### src/rtl/eth_sw_sched.sv
// Crossbar scheduler for the 2x2 switch: pops ingress FIFO heads, steers each word
// by destination into one of two egress registers, and counts dropped words.
module eth_sw_sched #(
    parameter logic [31:0] PORT_A_ADDR = 32'hABCD,
    parameter logic [31:0] PORT_B_ADDR = 32'hEFEF,
    parameter int          CNT_W       = 16
) (
    input  logic             clk,
    input  logic             rstn,
    input  logic             sched_en,
    input  logic             ina_empty,
    input  logic [66:0]      ina_data,
    output logic             ina_rd_en,
    input  logic             inb_empty,
    input  logic [66:0]      inb_data,
    output logic             inb_rd_en,
    output logic             outa_valid,
    output logic [66:0]      outa_data,
    input  logic             outa_ready,
    output logic             outb_valid,
    output logic [66:0]      outb_data,
    input  logic             outb_ready,
    output logic [CNT_W-1:0] drop_cnt
);

    typedef enum logic {EMPTY, FULL} slot_t;

    slot_t state_a, state_a_nxt;
    slot_t state_b, state_b_nxt;

    // Round-robin pointers: 0 selects ingress A, 1 selects ingress B.
    logic ptr_a, ptr_b;

    logic head_a_ok, head_b_ok;
    logic a_to_a, a_to_b, b_to_a, b_to_b;
    logic drop_a, drop_b;
    logic slot_a, slot_b;
    logic gnt_ea_from_a, gnt_ea_from_b, gnt_eb_from_a, gnt_eb_from_b;
    logic gnt_ea, gnt_eb;
    logic contest_ea, contest_eb;
    logic [1:0] drop_inc;
    logic [CNT_W:0] cnt_sum;

    assign head_a_ok = !ina_empty && sched_en;
    assign head_b_ok = !inb_empty && sched_en;

    assign a_to_a = head_a_ok && ina_data[0] && (ina_data[32:1] == PORT_A_ADDR);
    assign a_to_b = head_a_ok && ina_data[0] && (ina_data[32:1] == PORT_B_ADDR);
    assign b_to_a = head_b_ok && inb_data[0] && (inb_data[32:1] == PORT_A_ADDR);
    assign b_to_b = head_b_ok && inb_data[0] && (inb_data[32:1] == PORT_B_ADDR);

    assign drop_a = head_a_ok && !(a_to_a || a_to_b);
    assign drop_b = head_b_ok && !(b_to_a || b_to_b);

    // The egress register may reload in the same cycle its consumer takes the old word.
    assign slot_a = (state_a == EMPTY) || outa_ready;
    assign slot_b = (state_b == EMPTY) || outb_ready;

    assign contest_ea    = slot_a && a_to_a && b_to_a;
    assign gnt_ea_from_a = slot_a && a_to_a && (!b_to_a || !ptr_a);
    assign gnt_ea_from_b = slot_a && b_to_a && (!a_to_a || ptr_a);
    assign gnt_ea        = gnt_ea_from_a || gnt_ea_from_b;

    assign contest_eb    = slot_b && a_to_b && b_to_b;
    assign gnt_eb_from_a = slot_b && a_to_b && (!b_to_b || !ptr_b);
    assign gnt_eb_from_b = slot_b && b_to_b && (!a_to_b || ptr_b);
    assign gnt_eb        = gnt_eb_from_a || gnt_eb_from_b;

    // A head targets at most one egress, so each ingress pops at most once per cycle.
    assign ina_rd_en = rstn && (drop_a || gnt_ea_from_a || gnt_eb_from_a);
    assign inb_rd_en = rstn && (drop_b || gnt_ea_from_b || gnt_eb_from_b);

    assign outa_valid = (state_a == FULL);
    assign outb_valid = (state_b == FULL);

    always_ff @(posedge clk or negedge rstn) begin
        if (!rstn) begin
            state_a <= EMPTY;
            state_b <= EMPTY;
        end else begin
            state_a <= state_a_nxt;
            state_b <= state_b_nxt;
        end
    end

    always_comb begin
        state_a_nxt = state_a;
        state_b_nxt = state_b;
        case (state_a)
            EMPTY:   if (gnt_ea) state_a_nxt = FULL;
            FULL:    if (outa_ready && !gnt_ea) state_a_nxt = EMPTY;
            default: state_a_nxt = EMPTY;
        endcase
        case (state_b)
            EMPTY:   if (gnt_eb) state_b_nxt = FULL;
            FULL:    if (outb_ready && !gnt_eb) state_b_nxt = EMPTY;
            default: state_b_nxt = EMPTY;
        endcase
    end

    always_ff @(posedge clk or negedge rstn) begin
        if (!rstn) begin
            outa_data <= '0;
            outb_data <= '0;
        end else begin
            if (gnt_ea) outa_data <= gnt_ea_from_a ? ina_data : inb_data;
            if (gnt_eb) outb_data <= gnt_eb_from_a ? ina_data : inb_data;
        end
    end

    // Pointers move only when both inputs competed for the same egress.
    always_ff @(posedge clk or negedge rstn) begin
        if (!rstn) begin
            ptr_a <= 1'b0;
            ptr_b <= 1'b0;
        end else begin
            if (contest_ea) ptr_a <= !ptr_a;
            if (contest_eb) ptr_b <= !ptr_b;
        end
    end

    assign drop_inc = {1'b0, drop_a} + {1'b0, drop_b};
    assign cnt_sum  = {1'b0, drop_cnt} + {{(CNT_W-1){1'b0}}, drop_inc};

    always_ff @(posedge clk or negedge rstn) begin
        if (!rstn) begin
            drop_cnt <= '0;
        end else if (cnt_sum[CNT_W]) begin
            drop_cnt <= '1;
        end else begin
            drop_cnt <= cnt_sum[CNT_W-1:0];
        end
    end

endmodule

### config.mk
export PLATFORM = sky130hd
export DESIGN_NAME = eth_sw_sched
export DESIGN_NICKNAME = d
export VERILOG_FILES = /design/src/rtl/eth_sw_sched.sv
export SDC_FILE = /design/constraint.sdc
export NUM_CORES = 1
export LEC_CHECK = 0
export BUFFER_PORTS_ARGS = -buffer_cell sky130_fd_sc_hd__clkbuf_2
export CORE_MARGIN = 10
export CORE_UTILIZATION = 40
export CTS_BUF_LIST = sky130_fd_sc_hd__clkbuf_8 sky130_fd_sc_hd__clkbuf_16
export DETAILED_ROUTE_END_ITERATION = 8
export PLACE_DENSITY = 0.68
export SYNTH_ARGS = -nofsm -noshare
export SYNTH_HDL_FRONTEND = slang
export SYNTH_SLANG_ARGS = --single-unit
export TNS_END_PERCENT = 50
### constraint.sdc
create_clock -name clk -period 2.4 [get_ports clk]
set_input_delay 0.24 -clock clk [delete_from_list [all_inputs] [get_ports clk]]
set_output_delay 0.24 -clock clk [all_outputs]
set_load 0.005 [all_outputs]
; ---- Word level (Yosys, flattened, before mapping)
; Cells that the tools add are included.
[classes]
n_addsub = 2
n_eq_ne = 4
muxes = 9
bitwise = 2
n_reduce_logical = 50
[op_table]
columns = op, n
row1 = two-way mux 67 bit, 2
row2 = == test 32 x 16 -> 1 bit (second input constant), 4
row3 = logical AND 1 bit, 24
row4 = adder 16 x 2 -> 17 bit, 1
row5 = two-way mux 16 bit, 1
row6 = logical OR 1 bit, 14
row7 = zero test 1 bit, 12
row8 = two-way mux 1 bit, 4
row9 = case mux 1 bit (2 select lines), 2
row10 = adder 1 x 1 -> 2 bit, 1
row11 = inverter 1 bit, 2
[totals]
ff_bits = 154
in_bits = 141
out_inout_bits = 154
wordCells = 74

; ---- Logic depth before layout (Yosys ltp)
; Gate-level depths: netlist (run 1).
[logic_depth]
word_depth = 12
mapped_depth = 14

; ---- Worst setup path before layout (run 1)
; Ideal clock, no wire load.
[synth_path]
path_type = input to register
startpoint = input inb_data[2]
endpoint = register drop_cnt[0]
setup_ns = 0.130
arrival_time_ns = 2.500
t_required_ns = 2.270
slack_ns = -0.230
stages = 14
path_buffers = 2
cell_sequence = or4_1 -> clkbuf_1 -> nand2_1 -> nand3_1 -> nand3b_1 -> fa_1 -> inv_1 -> ha_1 -> nand4_1 -> nor3_1 -> and3_1 -> nand3_1 -> clkbuf_1 -> nand2_1
[synth_via]
elab_chain_cells = 8
[synth_rtl]
columns = element, line_no
row1 = from (decl), 15  ; input logic [66:0] inb_data,
row2 = "== test 32 x 16 -> 1 bit, on equally long branches", "49, 50"
row3 = "logical AND 1 bit, on equally long branches", "49, 50"
row4 = logical OR 1 bit (*), 53  ; assign drop_b = head_b_ok && !(b_to_a || b_to_b);
row5 = zero test 1 bit (*), 53
row6 = logical AND 1 bit (*), 53
row7 = adder 1 x 1 -> 2 bit (*), 122  ; assign drop_inc = {1'b0, drop_a} + {1'b0, drop_b};
row8 = adder 16 x 2 -> 17 bit (*), 123  ; assign cnt_sum = {1'b0, drop_cnt} + {{(CNT_W-1){1'b0}}, drop_inc};
row9 = two-way mux 16 bit (*), 128  ; end else if (cnt_sum[CNT_W]) begin
row10 = to (signal assigned), 131  ; drop_cnt <= cnt_sum[CNT_W-1:0];
row11 = to (decl), 23  ; output logic [CNT_W-1:0] drop_cnt
; Every way passes the cells marked *; elsewhere a longest branch is shown, timed or not.
; A chain may end at the register's enable or synchronous reset.

; ---- Final worst setup path (run 1)
[layout_path]
startpoint = input ina_empty
endpoint = output inb_rd_en
[layout_via]
elab_chain_cells = 10
[layout_rtl]
columns = element, line_no
row1 = from (decl), 11  ; input logic ina_empty,
row2 = zero test 1 bit (*), 44  ; assign head_a_ok = !ina_empty && sched_en;
row3 = logical AND 1 bit (*), 44
row4 = logical AND 1 bit (*), "47, 48"
row5 = logical AND 1 bit, 47  ; assign a_to_a = head_a_ok && ina_data[0] && (ina_data[32:1] == PORT_A_ADDR);
row6 = zero test 1 bit, 61  ; assign gnt_ea_from_b = slot_a && b_to_a && (!a_to_a || ptr_a);
row7 = logical OR 1 bit, 61
row8 = logical AND 1 bit, 61
row9 = logical OR 1 bit, 71  ; assign inb_rd_en = rstn && (drop_b || gnt_ea_from_b || gnt_eb_from_b);
row10 = logical OR 1 bit (*), 71
row11 = logical AND 1 bit (*), 71
row12 = to (decl), 16  ; output logic inb_rd_en,
; Marks and branches as above.

==> impl_summary.txt, run 1 <==
----------------------------------------------------
[GRT]
  Initial antenna violation count ... 0
  Global-route usage over all layers ... 21.4%
  Grt ovf ... 0
  Global-route wire length before repair ... 41.6 mm
  Via count of the first global-routing pass ... 7414
  Pin count of the biggest net entering global routing ... 104

[STA]
  Minimum period implied by the final worst setup slack ... 2.31 ns
  Total count of max-transition violations in the final report ... 0
  Achievable Freq ... 433 MHz
  Worst Clk Skew ... 0.00829 ns
  Min setup slack post-route ... 0.0911 ns
  Hold Worst Slack ... 0.103 ns
  Setup violation total in the final timing report ... 0
  Final Hold Viols ... 0
  Fin crit share ... 96.2%
  Worst-margin pin slew ... 0.690 ns
  Worst slew slack as a fraction of its limit ... 54.0%

[Synth]
  Register bit total from synthesis ... 154
  Part of the Yosys area used for sequential elements ... 52.6%
  Most used DFF post-synth ... sky130_fd_sc_hd__dfrtp_1
  Share of synthesized area spent on multiplexers ... 0%
  Netlist Area Pre-Place ... 7330 µm²
  Number of instances in the synthesized netlist ... 750
  Top post-synthesis cells by area ... sky130_fd_sc_hd__dfrtp_1, sky130_fd_sc_hd__a32oi_1, sky130_fd_sc_hd__nor4_1
  Synth top cells by count ... sky130_fd_sc_hd__dfrtp_1, sky130_fd_sc_hd__inv_1, sky130_fd_sc_hd__nand2_1
  Most instantiated library cell after synthesis ... sky130_fd_sc_hd__dfrtp_1
  Compound-Gate Fraction of Synth Area ... 14.2%
  Largest family of logic cells by synthesized area ... simple AND/OR/NAND/NOR gates
  Number of enable flip-flop cells after synthesis ... 0
  Synth Area in Adders ... 0.444%
  Distinct cells, synth ... 39
  Simple-gate area share of the yosys netlist ... 23.6%
  Synthesis Warnings ... 0
  Syn_nets ... 893
  Top cell type by total area after synthesis ... sky130_fd_sc_hd__dfrtp_1
  Per-instance average area after synthesis ... 9.78 µm²
  XOR/XNOR share of the synthesized area ... 1.31%
  Area share of the leading cell type in the synthesized netlist ... 52.6%
  Share of synthesized flip-flops with an asynchronous set or reset ... 100%

[Floorplan]
  Horiz. Die Dim ... 155 µm
  Count of boundary I/O pins ... 295
  Initial standard-cell utilization of the core ... 40.7%
  DIE HEIGHT ... 155 µm
  Area of the die ... 24100 µm²
  Rows ... 49
  Core Area ... 18000 µm²

[Setup path]
  Number of cells on the worst reg-to-reg path ... 9
  Launch point of the worst reg-to-reg path ... drop_cnt[0]$_DFF_PN0_
  Worst Setup Start Kind ... primary input
  Critical Path Fanout Max ... 4
  Reg2reg setup slack ... 0.28 ns
  Critical path's largest stage delay ... 0.60 ns
  Most Frequent Cell on Critical Path ... sky130_fd_sc_hd__or4_4
  Endpoint type of the worst setup path ... output pin
  Data arrival time of the critical path ... 2.07 ns
  Data required, critical path ... 2.16 ns
  Critical register-to-register path endpoint ... drop_cnt[8]$_DFF_PN0_
  Path type of the worst setup path ... in -> out
  Ordered cell list for the critical path ... clkbuf_2 -> nand4bb_1 -> or4_4 -> or4_4 -> nand3_1 -> a31oi_1 -> buf_2
  CP max-delay cell ... sky130_fd_sc_hd__or4_4

[Finish]
  Net total in the final layout ... 1198
  Fill cell count ... 1648
  Multi-input logic area ... 3000 µm²
  Layout overhead on the synthesized area ... 36.2%
  Final antenna diode count ... 0
  Fraction of final layout cells sized beyond drive strength 1 ... 37.4%
  Seq. cell area ... 3850 µm²

[Pwr]
  Internal Power ... 4.27 mW
  Proportion of power drawn by flip-flops and latches ... 47.6%
  Clock network power share ... 43.7%
  Peak ir drop on the vdd network ... 0.000430 V
  Lkg Pwr ... 5.24 nW
  Part of the total power dissipated in combinational logic ... 8.6%
  NetSw ... 1.48 mW
  Switching share of power ... 25.8%
  Power density relative to cell area ... 576 nW/µm²

[Route]
  Detailed Route Iter0 Violations ... 486
  Total wire length ... 26.6 mm
  Detailed-route vias per instance ... 5.47
  Routed Antenna Nets ... 0
  Total number of vias ... 7095
  Residual DRC count ... 0
  First drt pass iteration count ... 5
  Routed len/inst ... 20.5 µm

[Hold path]
  Class of the worst hold path ... in -> reg
  WHS Path Cells ... 3
  Min-delay src ... inb_data[45]
  Endpoint, Worst Hold ... outb_data[45]$_DFFE_PN0P_

[Status]
  Outcome ... finished, final reports clean

[Placed design]
  Worst setup slack after placement ... -0.321 ns
  Port Buf Inserts ... 294
  Weighted congestion reported at the end of routability-driven placement ... 0.812
  Sum of net half-perimeters after detailed placement ... 19.3 mm

[CTS]
  Max clock buf depth ... 2
  Number of buffers created by CTS ... 17
  CTS tree ... yes
  Clk_lat worst skew ... 0.41 ns
  Root Driver ... sky130_fd_sc_hd__clkbuf_16
  CTS H-tree lvls ... 4
  Clock transition at the registers of the reported paths ... 0.07 ns
  Clock tree sinks ... 154

[Run]
  Max-cap viol count ... 0

----------------------------------------------------
-- per-layer routing --
layer  wire length, µm  vias up  track usage [%]  share of wire [%]
li1                  -     3298                -                  -
met1             11000     3348             27.9                 41
met2             12100      422             32.7                 46
met3              3140       27             8.16                 12
met4               299        0             5.61                1.1
met5                 0        -                0                  0
-- through the flow --
step | util, % | cells | TNS [ns] | power (mW) | cell area (µm²)
finish | 55.4 | 1297 | 0 | 5.75 | 9990
floorplan | - | 750 | 0 | 2.94 | 7360
CTS | 54.9 | 1295 | 0 | 5.79 | 9890
global placement | 51.7 | 1262 | -2.75 | 3.27 | 9330
detailed placement | 51.7 | 1262 | -4.52 | 3.27 | 9330
global route | 55.4 | 1297 | -0.111 | 5.98 | 9990
-- cell usage in the layout (no fill, tap or decap), drive strengths merged, types with 4 or more instances in the layout --
cell / n
nand3: 14
clkinv: 4
nand4: 20
clkbuf: 310
nand2: 67
buf: 55
dfrtp: 154
a32oi: 58
nand4b: 6
nor3: 9
o21a: 13
nand2b: 40
o32ai: 10
or4: 6
xor2: 6
a21oi: 12
nor2: 14
xnor2: 5
o21ai: 52
nor4: 68
clkinvlp: 4
inv: 81
and2: 40
-- worst max-delay path by stage --
stage | from | endpoint | slack [ns]
after detailed placement | inb_data[18] | drop_cnt[8]$_DFF_PN0_ | -0.32
after global routing | ina_data[27] | inb_rd_en | -0.06
after global placement | inb_data[18] | drop_cnt[8]$_DFF_PN0_ | -0.24
after floorplan | ina_data[11] | drop_cnt[0]$_DFF_PN0_ | 0.01
final | ina_empty | inb_rd_en | 0.09
after CTS | ina_data[13] | ina_rd_en | 0.02
-- repair_timing --
action / CTS / global route
hold buffers: 1 / 0
resized for setup: 2 / 15
buffers inserted: 0 / 2
setup endpoints to repair: 2 / 4
pin swaps: 0 / 6
hold endpoints to repair: 103 / 0
-- cell type report --
class,count,share of cell area [%]
Sequential cell,154,38.6
Multi-Input combinational cell,459,30.0
Timing Repair Buffer,347,20.2
Clock buffer,19,4.54
Tap cell,229,2.87
Inverter,76,2.86
Clock inverter,13,0.952
-- flip-flops by register name, summed over array words and instances, names as in the netlist --
name and cells:
outa_valid 1, drop_cnt 16, outb_data 67, ptr_b 1, outb_valid 1, outa_data 67
ptr_a 1
-- power by group through the flow --
stage               registers, mW  clock network (mW)  logic [mW]
detailed placement           2.78                   0       0.490
finish                       2.74                2.51       0.497
global route                 2.75                2.68       0.549
floorplan                    2.77                   0       0.164
CTS                          2.74                2.56       0.497
global placement             2.78                   0       0.492
-- cells by family (layout without fill, tap and decap cells) --
logic type | after synthesis | after routing
AND/OR/NAND/NOR | 297 | 297
flip-flops | 154 | 154
AO/OA/AOI/OAI | 149 | 149
buffers and inverters | 137 | 455
XOR/XNOR | 11 | 11
adder cells (fa/ha/maj) | 2 | 2
-- critical path, delay by kind of cell --
family,cells,cell delay (ns)
and+or+nand+nor,4,1.49
AOI/OAI and AO/OA,1,0.09
buffers and inverters,2,0.24
(Power assumes the default switching activity.)
==> run 2, diff against run 1 <==
--- a/config.mk
+++ b/config.mk
@@ -10,7 +10,9 @@
 export CORE_UTILIZATION = 40
 export CTS_BUF_LIST = sky130_fd_sc_hd__clkbuf_8 sky130_fd_sc_hd__clkbuf_16
 export DETAILED_ROUTE_END_ITERATION = 8
-export PLACE_DENSITY = 0.68
+export HOLD_SLACK_MARGIN = 0.12
+export PLACE_DENSITY_LB_ADDON = 0.08
+export SLEW_MARGIN = 20
 export SYNTH_ARGS = -nofsm -noshare
 export SYNTH_HDL_FRONTEND = slang
 export SYNTH_SLANG_ARGS = --single-unit
==> impl_summary.txt, run 2 (synthesis results as in run 1) <==
----------------------------------------------------
[Hold path]
  WHS Path Cells ... 3 (unchanged)
  Class of the worst hold path ... in -> reg

[CTS]
  Clock tree sinks ... 154 (unchanged)
  Root Driver ... sky130_fd_sc_hd__clkbuf_16
  Clk_lat worst skew ... 0.42 ns (about the same)
  Number of buffers created by CTS ... 17 (unchanged)
  CTS H-tree lvls ... 4 (unchanged)
  Max clock buf depth ... 2 (unchanged)
  Clock transition at the registers of the reported paths ... 0.06 ns (about the same)
  CTS tree ... yes

[Route]
  Routed Antenna Nets ... 0 (unchanged)
  First drt pass iteration count ... 5 (unchanged)
  Total number of vias ... 7180 (+1.2%)
  Detailed Route Iter0 Violations ... 442 (-9.1%)
  Total wire length ... 27.4 mm (+3.1%)
  Routed len/inst ... 20.5 µm (about the same)
  Residual DRC count ... 0 (unchanged)
  Detailed-route vias per instance ... 5.37 (-1.8%)

[Floorplan]
  Horiz. Die Dim ... 155 µm (unchanged)
  DIE HEIGHT ... 155 µm (unchanged)
  Count of boundary I/O pins ... 295 (unchanged)
  Core Area ... 18000 µm² (unchanged)
  Rows ... 49 (unchanged)
  Initial standard-cell utilization of the core ... 40.7% (unchanged)
  Area of the die ... 24100 µm² (unchanged)

[STA]
  Minimum period implied by the final worst setup slack ... 2.29 ns (-0.0190 ns)
  Total count of max-transition violations in the final report ... 0 (unchanged)
  Final Hold Viols ... 0 (unchanged)
  Setup violation total in the final timing report ... 0 (unchanged)
  Fin crit share ... 95.4% (-0.79 points)
  Min setup slack post-route ... 0.110 ns (+0.0190 ns)
  Worst-margin pin slew ... 0.524 ns (-0.166 ns)
  Worst slew slack as a fraction of its limit ... 65.1% (+11 points)
  Final-layout setup total negative slack ... 0 ns (unchanged)
  Achievable Freq ... 437 MHz (+0.83%)
  Unrepaired setup endpoints after global routing ... no
  Worst Clk Skew ... 0.0122 ns (+0.00386 ns)

[Setup path]
  Ordered cell list for the critical path ... clkbuf_2 -> nand4b_1 -> or4_4 -> buf_6 -> nor4_4 -> nand2_1 -> a31oi_1 -> clkbuf_2
  Data arrival time of the critical path ... 2.05 ns (-0.02 ns)
  Critical Path Fanout Max ... 17 (+13)
  Data required, critical path ... 2.16 ns (about the same)
  Number of cells on the worst reg-to-reg path ... 9 (unchanged)
  Worst Setup Start Kind ... primary input
  Path type of the worst setup path ... in -> out
  CP max-delay cell ... sky130_fd_sc_hd__or4_4
  Most Frequent Cell on Critical Path ... sky130_fd_sc_hd__clkbuf_2
  Critical path's largest stage delay ... 0.59 ns (about the same)
  Endpoint type of the worst setup path ... output pin

[GRT]
  Initial antenna violation count ... 0 (unchanged)
  Via count of the first global-routing pass ... 7381 (-0.45%)
  Global-route wire length before repair ... 42.7 mm (+2.6%)
  Global-route usage over all layers ... 22.3% (+0.87 points)
  Grt ovf ... 0 (unchanged)
  Pin count of the biggest net entering global routing ... 88 (-15%)

[Finish]
  Final antenna diode count ... 0 (unchanged)
  Net total in the final layout ... 1239 (+3.4%)
  Largest registers ... outa_data: 67 flops, outb_data: 67 flops, drop_cnt: 16 flops
  Leading cell types in the layout, fill and taps excluded ... sky130_fd_sc_hd__clkbuf_2, sky130_fd_sc_hd__dfrtp_1, sky130_fd_sc_hd__inv_1, sky130_fd_sc_hd__nand2_1, sky130_fd_sc_hd__nor4_1
  Layout overhead on the synthesized area ... 40.5%
  Leading cell type in the layout, fill and taps excluded ... sky130_fd_sc_hd__clkbuf_2
  Final standard cell utilization of the core ... 57.2% (+1.8 points)
  Fraction of final layout cells sized beyond drive strength 1 ... 36.3% (-1.1 points)

[Placed design]
  Sum of net half-perimeters after detailed placement ... 20.0 mm (+4.1%)
  Port Buf Inserts ... 294 (unchanged)
  Worst setup slack after placement ... -0.215 ns (+0.106 ns)
  Weighted congestion reported at the end of routability-driven placement ... 0.819 (+0.91%)

[Pwr]
  Peak ir drop on the vdd network ... 0.000422 V (-1.8%)
  Lkg Pwr ... 5.41 nW (+3.1%)
  Power density relative to cell area ... 571 nW/µm² (-0.83%)

[Run]
  Max-cap viol count ... 0 (unchanged)

[Status]
  Outcome ... finished, final reports clean

----------------------------------------------------
run 2: cell types whose count changed in the layout (fill, tap and decap cells not counted), moves of 2 or more:
cell,previous run,this run
sky130_fd_sc_hd__clkbuf_2,291,293
sky130_fd_sc_hd__buf_6,1,3
sky130_fd_sc_hd__clkinv_4,3,0
sky130_fd_sc_hd__buf_4,41,52
sky130_fd_sc_hd__buf_2,2,0
sky130_fd_sc_hd__buf_12,11,6
sky130_fd_sc_hd__nor4_2,6,4
sky130_fd_sc_hd__nor4_1,61,63
sky130_fd_sc_hd__dlygate4sd3_1,1,34
run 2: where the power goes:
part	total (mW)	switching (mW)	internal, mW	leakage, nW
logic	0.524	0.264	0.261	3.30
registers	2.75	0.0901	2.66	1.83
clock network	2.61	1.12	1.49	0.272
total	5.88	1.48	4.41	5.41
run 2: worst paths after layout:
kind | from | slack [ns] | to
worst max-delay path | inb_data[18] | 0.11 | inb_rd_en
worst min-delay path | inb_data[55] | 0.13 | outb_data[55]$_DFFE_PN0P_
worst max register to register | drop_cnt[0]$_DFF_PN0_ | 0.26 | drop_cnt[8]$_DFF_PN0_
worst min register to register | outb_data[3]$_DFFE_PN0P_ | 0.46 | outb_data[3]$_DFFE_PN0P_
max in group asynchronous | rstn | 1.32 | outb_data[16]$_DFFE_PN0P_
min in group asynchronous | rstn | 0.25 | outb_data[63]$_DFFE_PN0P_
run 2: final cells by class:
class,instances,area [µm²]
timing repair buffer,388,2350
inverter,76,285
fill,1632,7720
clock buffer,19,453
clock inverter,12,115
sequential,154,3850
multi-input combinational,459,2960
tap,229,287
run 2: what timing repair did:
| action | in CTS | in global routing |
|---|---|---|
| buffers inserted | 0 | 4 |
| gates resized for setup | 0 | 7 |
| hold buffers | 34 | 0 |
| endpoints found under the hold margin | 131 | 0 |
| endpoints found under the setup margin | 0 | 4 |
run 2: through the flow:
stage / power (mW) / hold slack [ns] / cell area [µm²] / std cells
floorplan: 2.94 / -0.0556 / 7360 / 750
global placement: 3.28 / 0.125 / 9330 / 1268
detailed placement: 3.28 / 0.130 / 9330 / 1268
CTS: 5.95 / 0.121 / 10200 / 1333
global route: 6.14 / 0.127 / 10300 / 1337
finish: 5.88 / 0.129 / 10300 / 1337
run 2: worst max-delay path: cells and delay by family:
family          cells  cell delay [ns]
compound gates      1             0.18
buf+inv             3             0.43
simple gates        4             1.18
run 2: metal layers:
layer | wire [µm] | GRT usage [%]
met5 | 0 | 0
met4 | 410 | 5.84
met3 | 2860 | 8.66
met2 | 12800 | 34.7
met1 | 11300 | 28.3
